### src/rtl/ir_transmitter.sv
// ir_transmitter: NEC infrared frame generator.
// Sends a 16-unit lead mark, an 8-unit lead space, 32 data bits (LSB first) and
// a 1-unit stop mark. The frame word is {~command, command, ~address, address}.
// Each data bit is a 1-unit mark followed by a 1-unit space (bit 0) or a
// 3-unit space (bit 1).
//
// Ports:
//   clk      - single clock, rising edge
//   reset    - synchronous, active-high
//   send     - frame request, sampled only in IDLE
//   address  - NEC address, captured together with send
//   command  - NEC command, captured together with send
//   ir_out   - envelope gated by the carrier, drives the IR LED
//   ir_env   - unmodulated envelope (1 = mark)
//   busy     - high in every state except IDLE
//   done     - one-cycle pulse in FINISH
//
// state      | meaning
// IDLE       | waiting for send
// LEAD_MARK  | 16-unit leader burst
// LEAD_SPACE | 8-unit leader gap
// BIT_MARK   | 1-unit burst that opens every data bit
// BIT_SPACE  | 1-unit (bit 0) or 3-unit (bit 1) gap
// STOP_MARK  | 1-unit trailing burst
// FINISH     | single cycle, done pulse
module ir_transmitter #(
  parameter int UNIT_CYCLES  = 28125,
  parameter int CARRIER_HALF = 658
) (
  input  logic       clk,
  input  logic       reset,
  input  logic       send,
  input  logic [7:0] address,
  input  logic [7:0] command,
  output logic       ir_out,
  output logic       ir_env,
  output logic       busy,
  output logic       done
);

  // Guard against $clog2(1) = 0 so every counter is at least one bit wide.
  localparam int UW = (UNIT_CYCLES  > 1) ? $clog2(UNIT_CYCLES)  : 1;
  localparam int CW = (CARRIER_HALF > 1) ? $clog2(CARRIER_HALF) : 1;
  localparam logic [UW-1:0] UNIT_LAST = UW'(UNIT_CYCLES - 1);
  localparam logic [CW-1:0] CAR_LAST  = CW'(CARRIER_HALF - 1);

  typedef enum logic [2:0] {
    IDLE, LEAD_MARK, LEAD_SPACE, BIT_MARK, BIT_SPACE, STOP_MARK, FINISH
  } state_t;

  state_t        state, state_next;
  logic [UW-1:0] unit_cnt;
  logic [4:0]    unit_num;
  logic [4:0]    unit_len;
  logic [5:0]    bit_idx;
  logic [31:0]   frame;
  logic [CW-1:0] carrier_cnt;
  logic          carrier_phase;
  logic          unit_end;
  logic          state_end;
  logic          next_is_mark;

  always_ff @(posedge clk) begin
    if (reset) state <= IDLE;
    else       state <= state_next;
  end

  always_comb begin
    unit_len = 5'd1;
    case (state)
      LEAD_MARK:  unit_len = 5'd16;
      LEAD_SPACE: unit_len = 5'd8;
      BIT_SPACE:  unit_len = frame[bit_idx[4:0]] ? 5'd3 : 5'd1;
      default:    unit_len = 5'd1;
    endcase
    unit_end  = (unit_cnt == UNIT_LAST);
    state_end = unit_end && (unit_num == unit_len - 5'd1);

    state_next = state;
    ir_env     = 1'b0;
    busy       = 1'b1;
    done       = 1'b0;
    case (state)
      IDLE: begin
        busy = 1'b0;
        if (send) state_next = LEAD_MARK;
      end
      LEAD_MARK: begin
        ir_env = 1'b1;
        if (state_end) state_next = LEAD_SPACE;
      end
      LEAD_SPACE: begin
        if (state_end) state_next = BIT_MARK;
      end
      BIT_MARK: begin
        ir_env = 1'b1;
        if (state_end) state_next = BIT_SPACE;
      end
      BIT_SPACE: begin
        if (state_end) state_next = (bit_idx == 6'd31) ? STOP_MARK : BIT_MARK;
      end
      STOP_MARK: begin
        ir_env = 1'b1;
        if (state_end) state_next = FINISH;
      end
      FINISH: begin
        done       = 1'b1;
        state_next = IDLE;
      end
      default: state_next = IDLE;
    endcase

    next_is_mark = (state_next == LEAD_MARK) || (state_next == BIT_MARK) ||
                   (state_next == STOP_MARK);
    ir_out = ir_env & carrier_phase;
  end

  always_ff @(posedge clk) begin
    if (reset) begin
      unit_cnt      <= '0;
      unit_num      <= '0;
      bit_idx       <= '0;
      frame         <= '0;
      carrier_cnt   <= '0;
      carrier_phase <= 1'b0;
    end else begin
      // Unit timing restarts on every state change.
      if (state_next != state) begin
        unit_cnt <= '0;
        unit_num <= '0;
      end else if (unit_end) begin
        unit_cnt <= '0;
        unit_num <= unit_num + 5'd1;
      end else begin
        unit_cnt <= unit_cnt + 1'b1;
      end

      if (state == IDLE && send) begin
        frame   <= {~command, command, ~address, address};
        bit_idx <= '0;
      end else if (state == BIT_SPACE && state_end && bit_idx != 6'd31) begin
        bit_idx <= bit_idx + 6'd1;
      end

      // Every mark begins with the carrier high; outside marks it is parked low.
      if (next_is_mark && state_next != state) begin
        carrier_cnt   <= '0;
        carrier_phase <= 1'b1;
      end else if (next_is_mark) begin
        if (carrier_cnt == CAR_LAST) begin
          carrier_cnt   <= '0;
          carrier_phase <= ~carrier_phase;
        end else begin
          carrier_cnt <= carrier_cnt + 1'b1;
        end
      end else begin
        carrier_cnt   <= '0;
        carrier_phase <= 1'b0;
      end
    end
  end

endmodule

### config.mk
export PLATFORM = sky130hd
export DESIGN_NAME = ir_transmitter
export DESIGN_NICKNAME = d
export VERILOG_FILES = /design/src/rtl/ir_transmitter.sv
export SDC_FILE = /design/constraint.sdc
export NUM_CORES = 1
export LEC_CHECK = 0
export CORE_MARGIN = 4
export CORE_UTILIZATION = 50
export DETAILED_ROUTE_END_ITERATION = 7
export PLACE_DENSITY = 0.71
export SYNTH_ARGS = -nofsm -noshare
export SYNTH_HDL_FRONTEND = slang
export SYNTH_SLANG_ARGS = --single-unit
### constraint.sdc
create_clock -name clk -period 4 [get_ports clk]
set_input_delay 1 -clock clk [delete_from_list [all_inputs] [get_ports clk]]
set_output_delay 1 -clock clk [all_outputs]
set_load 0.01 [all_outputs]
### Word-level counts from Yosys, hierarchy flattened

Cells that the tools add are included.

| storage, ports and cells | value |
|---|---|
| flip-flop bits (word level) | 72 |
| bits of input ports | 19 |
| word-level logic and storage cells | 65 |
| output and inout port bits | 4 |

| cells by class | value |
|---|---|
| equal/unequal tests | 16 |
| reductions and logical operators | 13 |
| bitwise gates (word level) | 5 |
| muxes and demuxes | 18 |
| $lt $le $gt $ge | 1 |
| $add $sub $neg | 5 |

Operator list:

| operator | number |
|---|---|
| 3-bit 2-to-1 mux | 7 |
| 3-bit one-hot mux with 6 select lines | 1 |
| 8-bit inverter | 2 |
| 15-bit by 1-bit adder with 15-bit output, second input constant | 1 |
| 15-bit equality test, second input constant | 1 |
| 5-bit one-hot mux with 3 select lines | 1 |
| 3-bit equality test, second input constant | 4 |
| 10-bit by 1-bit adder with 10-bit output, second input constant | 1 |
| 10-bit equality test, second input constant | 1 |
| 3-bit by 2-bit equality test with 1-bit output, second input constant | 3 |
| 1-bit 2-to-1 mux | 7 |
| 6-bit by 1-bit adder with 6-bit output, second input constant | 1 |
| 3-bit by 1-bit equality test with 1-bit output, second input constant | 2 |
| 6-bit by 5-bit equality test with 1-bit output, second input constant | 1 |
| 5-bit by 6-bit < comparator with 1-bit output, second input constant | 1 |
| 6-bit by 5-bit != test with 1-bit output, second input constant | 1 |
| 3-bit OR reduction | 2 |
| 5-bit by 1-bit adder with 5-bit output, second input constant | 1 |
| 1-bit binary-select mux with 5-bit select | 1 |
| 5-bit equality test | 1 |
| 1-bit logical AND | 5 |
| 5-bit by 1-bit subtractor with 5-bit output, second input constant | 1 |
| 2-bit OR reduction | 2 |
| 4-bit OR reduction | 1 |
| other kinds (7) | 9 |

### Logic depth before layout (Yosys ltp)

| depth | value |
|---|---|
| depth after elaboration | 14 |
| mapped depth | 12 |
| gate-level depth less buffers | 10 |

### Least setup slack after synthesis

OpenSTA, ideal clock, no wires.

| timing | value |
|---|---|
| path type | register to register |
| from | register bit_idx[1] |
| to | register carrier_cnt[2] |
| data required time | 3936 ps |
| setup time | 64 ps |
| arrival time | 2807 ps |
| slack | 1129 ps |
| clock period less this slack | 2871 ps |
| buffers on the path | 2 |
| stages on the path, launching flop included | 11 |
| cell sequence | dfxtp_1 -> clkbuf_8 -> mux4_2 -> and3_1 -> a2111oi_2 -> a31oi_1 -> and2_4 -> mux2_4 -> or4b_1 -> buf_2 -> nor2_1 |

| between the ends | value |
|---|---|
| cells in the longest elaborated chain, start to end | 14 |
| elaborated cells on any way between the ends | 24 |
| those cells by class | add/sub (1); eq/ne (6); mux (11); bitwise (1); reduce/logical (5) |

Ends and longest elaborated chain:

| what | RTL line | source |
|---|---|---|
| start, declared | 55 | `logic [5:0] bit_idx;` |
| start signal, assigned | 142 | `bit_idx <= bit_idx + 6'd1;` |
| 1-bit binary-select mux with 5-bit select | 73 | `BIT_SPACE: unit_len = frame[bit_idx[4:0]] ? 5'd3 : 5'd1;` |
| 1-bit 2-to-1 mux (not written as such) | 73 |  |
| 2-bit 2-to-1 mux | 73 |  |
| 5-bit one-hot mux with 3 select lines | 70 | `case (state)` |
| 5-bit by 1-bit subtractor with 5-bit output | 77 | `state_end = unit_end && (unit_num == unit_len - 5'd1);` |
| 5-bit equality test | 77 |  |
| 1-bit logical AND | 77 |  |
| 3-bit 2-to-1 mux, on equally long branches | - |  |
| 3-bit one-hot mux with 6 select lines (*) | 83 | `case (state)` |
| 3-bit by 1-bit equality test with 1-bit output / 3-bit by 2-bit equality test with 1-bit output (equally long branches) | 113 | `next_is_mark = (state_next == LEAD_MARK) \|\| (state_next == BIT_MARK) \|\|` |
| 1-bit logical OR (2 in series) | 113 |  |
| 1-bit logical AND / 1-bit inverter (equally long branches) | - |  |
| 4-bit OR reduction (no source line) (*) | - |  |
| end signal, assigned | 154 | `carrier_cnt <= carrier_cnt + 1'b1;` |
| end, declared | 57 | `logic [CW-1:0] carrier_cnt;` |

Mark *: on every way between the ends. The rest lies on a longest branch, timed or not. The select of a mux whose other input is x is not followed.
A chain may end at the register's enable or synchronous reset.

### Final worst setup path

| timing | value |
|---|---|
| from | register bit_idx[1] |
| to | register unit_cnt[10] |

| between the ends | value |
|---|---|
| cells in the longest elaborated chain, start to end | 11 |
| elaborated cells on any way between the ends | 17 |
| those cells by class | add/sub (1); eq/ne (3); mux (11); reduce/logical (2) |

Ends and longest elaborated chain:

| what | RTL line | source |
|---|---|---|
| 1-bit binary-select mux with 5-bit select | 73 |  |
| 1-bit 2-to-1 mux (not written as such) | 73 |  |
| 2-bit 2-to-1 mux | 73 |  |
| 5-bit one-hot mux with 3 select lines | 70 |  |
| 5-bit by 1-bit subtractor with 5-bit output | 77 |  |
| 5-bit equality test | 77 |  |
| 1-bit logical AND | 77 |  |
| 3-bit 2-to-1 mux, on equally long branches | - |  |
| 3-bit one-hot mux with 6 select lines (*) | 83 |  |
| 3-bit != test (*) | 128 | `if (state_next != state) begin` |
| 3-bit OR reduction (no source line) (*) | - |  |
| end signal, assigned | 135 | `unit_cnt <= unit_cnt + 1'b1;` |
| end, declared | 52 | `logic [UW-1:0] unit_cnt;` |

Marked as above.

==> results.sh <==
export IMPL_status="finished clean"
export IMPL_p_int_w=0.00101
export IMPL_grt_pass1_vias=2455
export IMPL_place_hpwl_mm=4.63
export IMPL_cts_resized=0
export IMPL_drt_iter0_drc=166
export IMPL_synth_top_family_by_area="simple AND/OR/NAND/NOR gates"
export IMPL_insertedDiodeCount=0
export IMPL_rows=29
export IMPL_die_width_um=90.9
export IMPL_drt_pass1_iterations=5
export IMPL_hold_slack_ps=457
export IMPL_ys_types=46
export IMPL_synth_area_mm2=0.00344
export IMPL_ys_seq_elements=72
export IMPL_fin_skew_ps=15.0
export IMPL_fmax_mhz=295
export IMPL_synth_cells=401
export IMPL_irDropWorstVdd_mv=0.201
export IMPL_synthFlopType="dfxtp_1"
export IMPL_worstPathArrival_ps=3570
export IMPL_track_usage=0.164
export IMPL_fin_cells=497
export IMPL_die_area_mm2=0.00826
export IMPL_path_class="register to register"
export IMPL_avgRoutedWirePerCell_um=13.3
export IMPL_gp_congestion=0.850
export IMPL_async_flop_share=0
export IMPL_antenna_found_initial=0
export IMPL_syn_nets=427
export IMPL_finalMaxSlewViolations=0
export IMPL_crit_required_ps=4180
export IMPL_synth_avg_cell_area_um2=8.57
export IMPL_post_place_cells=483
export IMPL_rsz0062_at_grt="no"
export IMPL_synthAdderAreaFrac=0.0255
export IMPL_wl_mm=6.61
export IMPL_drc=0
export IMPL_htree_levels=3
export IMPL_io_pins=23
export IMPL_cts_sinks=72
export IMPL_tightest_slew_ps=1040
export IMPL_p_seq_frac=0.565
export IMPL_area_growth_pct=11.4
export IMPL_cts_setup_buffers=0
export IMPL_pwr_share_comb=0.085
export IMPL_p_sw_frac=0.246
export IMPL_synth_mux_area_frac=0.0794
export IMPL_relSlewSlack=0.307
export IMPL_tritoncts="built"
export IMPL_setup_viol=0
export IMPL_grt_max_degree=40
export IMPL_cp_end_kind="register"
export IMPL_clock_latency_ps=340
export IMPL_io_buffers=22
export IMPL_tns_ps=0
export IMPL_p_leak_nw=1.37
export IMPL_grt_pass1_wl_mm=11.4
export IMPL_post_route_period_util=0.847
export IMPL_power_density_mw_per_mm2=350
export IMPL_fin_nets=443
export IMPL_synth_compound_area_frac=0.0990
export IMPL_vias=2766
export IMPL_worstHoldPathType="register to register"
export IMPL_ctsHoldBuffers=0
export IMPL_core_area_mm2=0.00649
export IMPL_period_minus_slack_ps=3390
export IMPL_numCtsBuffers=9
export IMPL_viasPerCell=5.57
export IMPL_synth_top_cell_area_share=0.419
export IMPL_synthXorXnorAreaFrac=0.0815
export IMPL_synth_area_top_cells="dfxtp_1 42%, nor2_1 6.2%, a21oi_1 4.8%, nand2_1 4.7%, xor2_1 4.6%"
export IMPL_cap_violations=0
export IMPL_ant_nets=0
export IMPL_yosys_area_share_simple=0.247
export IMPL_clkPwrFrac=0.350
export IMPL_yosys_area_top_type="dfxtp_1"
export IMPL_synth_warnings=0
export IMPL_netSwitchingPower_w=0.000330
export IMPL_synth_edf_count=0
export IMPL_drive_above_1_share=0.0643
export IMPL_critPathMaxFanout=20
export IMPL_start_util=0.529
export IMPL_hold_viol=0
export IMPL_overflow=0
export IMPL_die_height_um=90.9
export IMPL_root_buffer="clkbuf_8"
export IMPL_yosysSeqAreaShare=0.419
export IMPL_start_kind="register"
export IMPL_clk_pin_slew_worst_paths_ps=70
export IMPL_clockBufferDepth=2
state kept, by name, summed over array words and instances (netlist names):
name,flops
state,3
carrier_phase,1
unit_cnt,15
frame,32
bit_idx,6
unit_num,5
carrier_cnt,10
placed cells by master (no fill, tap or decap), drive strengths merged, types with 2 or more instances in the layout:
cell / count
xor2: 18
nand4: 7
o21ai: 13
mux2i: 7
clkdlybuf4s50: 22
ha: 7
nand3: 24
nor3: 18
clkinv: 4
nor4: 8
mux2: 4
a21o: 4
nand3b: 2
dfxtp: 72
nor2: 57
o31ai: 2
xnor2: 14
nand2: 43
buf: 3
inv: 16
clkbuf: 10
a21oi: 33
and2: 2
and3: 10
mux4: 6
final timing paths:
| path | start | to | slack (ps) | depth (start not counted) |
|---|---|---|---|---|
| setup reg to reg | bit_idx[1] | unit_cnt[10] | 610 | 8 |
| hold reg to reg | frame[0] | frame[0] | 460 | 2 |
| hold / removal | frame[0] | frame[0] | 460 | 2 |
| setup / recovery | bit_idx[1] | unit_cnt[10] | 610 | 8 |
cell type report:
type                       count  area [um^2]
tap                           77         96.3
clock inverter                 4         23.8
inverter                      16         60.1
sequential                    72         1440
multi-input combinational    293         1840
clock buffer                  10          128
fill                         606         2670
timing repair buffer          25          243
critical path: stages, from the launching register on:
cell and delay, ps:
dfxtp_1 660, mux4_1 640, mux2_2 290, a2111oi_2 350, a31oi_1 120, and2_4 210
nor4_1 250, a2111o_1 580, nor3_1 120
Yosys cell counts (2+ instances only):
| master | instances |
|---|---|
| buf_6 | 2 |
| mux4_1 | 5 |
| nor3_1 | 18 |
| ha_1 | 7 |
| a21o_1 | 4 |
| o21ai_0 | 13 |
| and3_1 | 9 |
| buf_2 | 2 |
| mux2i_1 | 7 |
| inv_1 | 16 |
| dfxtp_1 | 72 |
| nor4_1 | 7 |
| nand2_1 | 43 |
| nand3b_1 | 2 |
| o31ai_1 | 2 |
| nand3_1 | 24 |
| nor2_1 | 57 |
| nand4_1 | 7 |
| clkbuf_1 | 13 |
| a21oi_1 | 33 |
| mux2_2 | 3 |
| xor2_1 | 18 |
| xnor2_1 | 14 |
per-stage QoR:
stage / util / power (W) / area (um^2) / worst slack (ps)
after global placement: 0.566 / 0.000883 / 3680 / 710
after floorplan: - / 0.000843 / 3440 / 1130
after CTS: 0.589 / 0.00135 / 3830 / 603
after detailed placement: 0.566 / 0.000886 / 3680 / 629
after global routing: 0.589 / 0.00140 / 3830 / 384
final: 0.589 / 0.00134 / 3830 / 612
power groups by stage:
stage	sequential, W	combinational (W)	clock, W
2_1_floorplan	0.000765	0.0000784	0
3_3_place_gp	0.000771	0.000112	0
3_5_place_dp	0.000772	0.000113	0
4_1_cts	0.000756	0.000114	0.000478
5_1_grt	0.000758	0.000129	0.000509
6_report	0.000756	0.000114	0.000468
kinds of logic after synthesis:
logic type | after synthesis
AO/OA/AOI/OAI | 59
XOR/XNOR | 32
adder cells (fa/ha/maj) | 7
buffers and inverters | 36
flip-flops | 72
multiplexers | 17
AND/OR/NAND/NOR | 178
per-layer routing:
metal / up-vias / share of wire / track usage
li1: 1419 / - / -
met3: 7 / 0.053 / 0.0417
met2: 77 / 0.44 / 0.252
met1: 1263 / 0.50 / 0.232
met4: 0 / 0.0089 / 0.0415
met5: - / 0 / 0
Power figures use the tool's default switching activity.
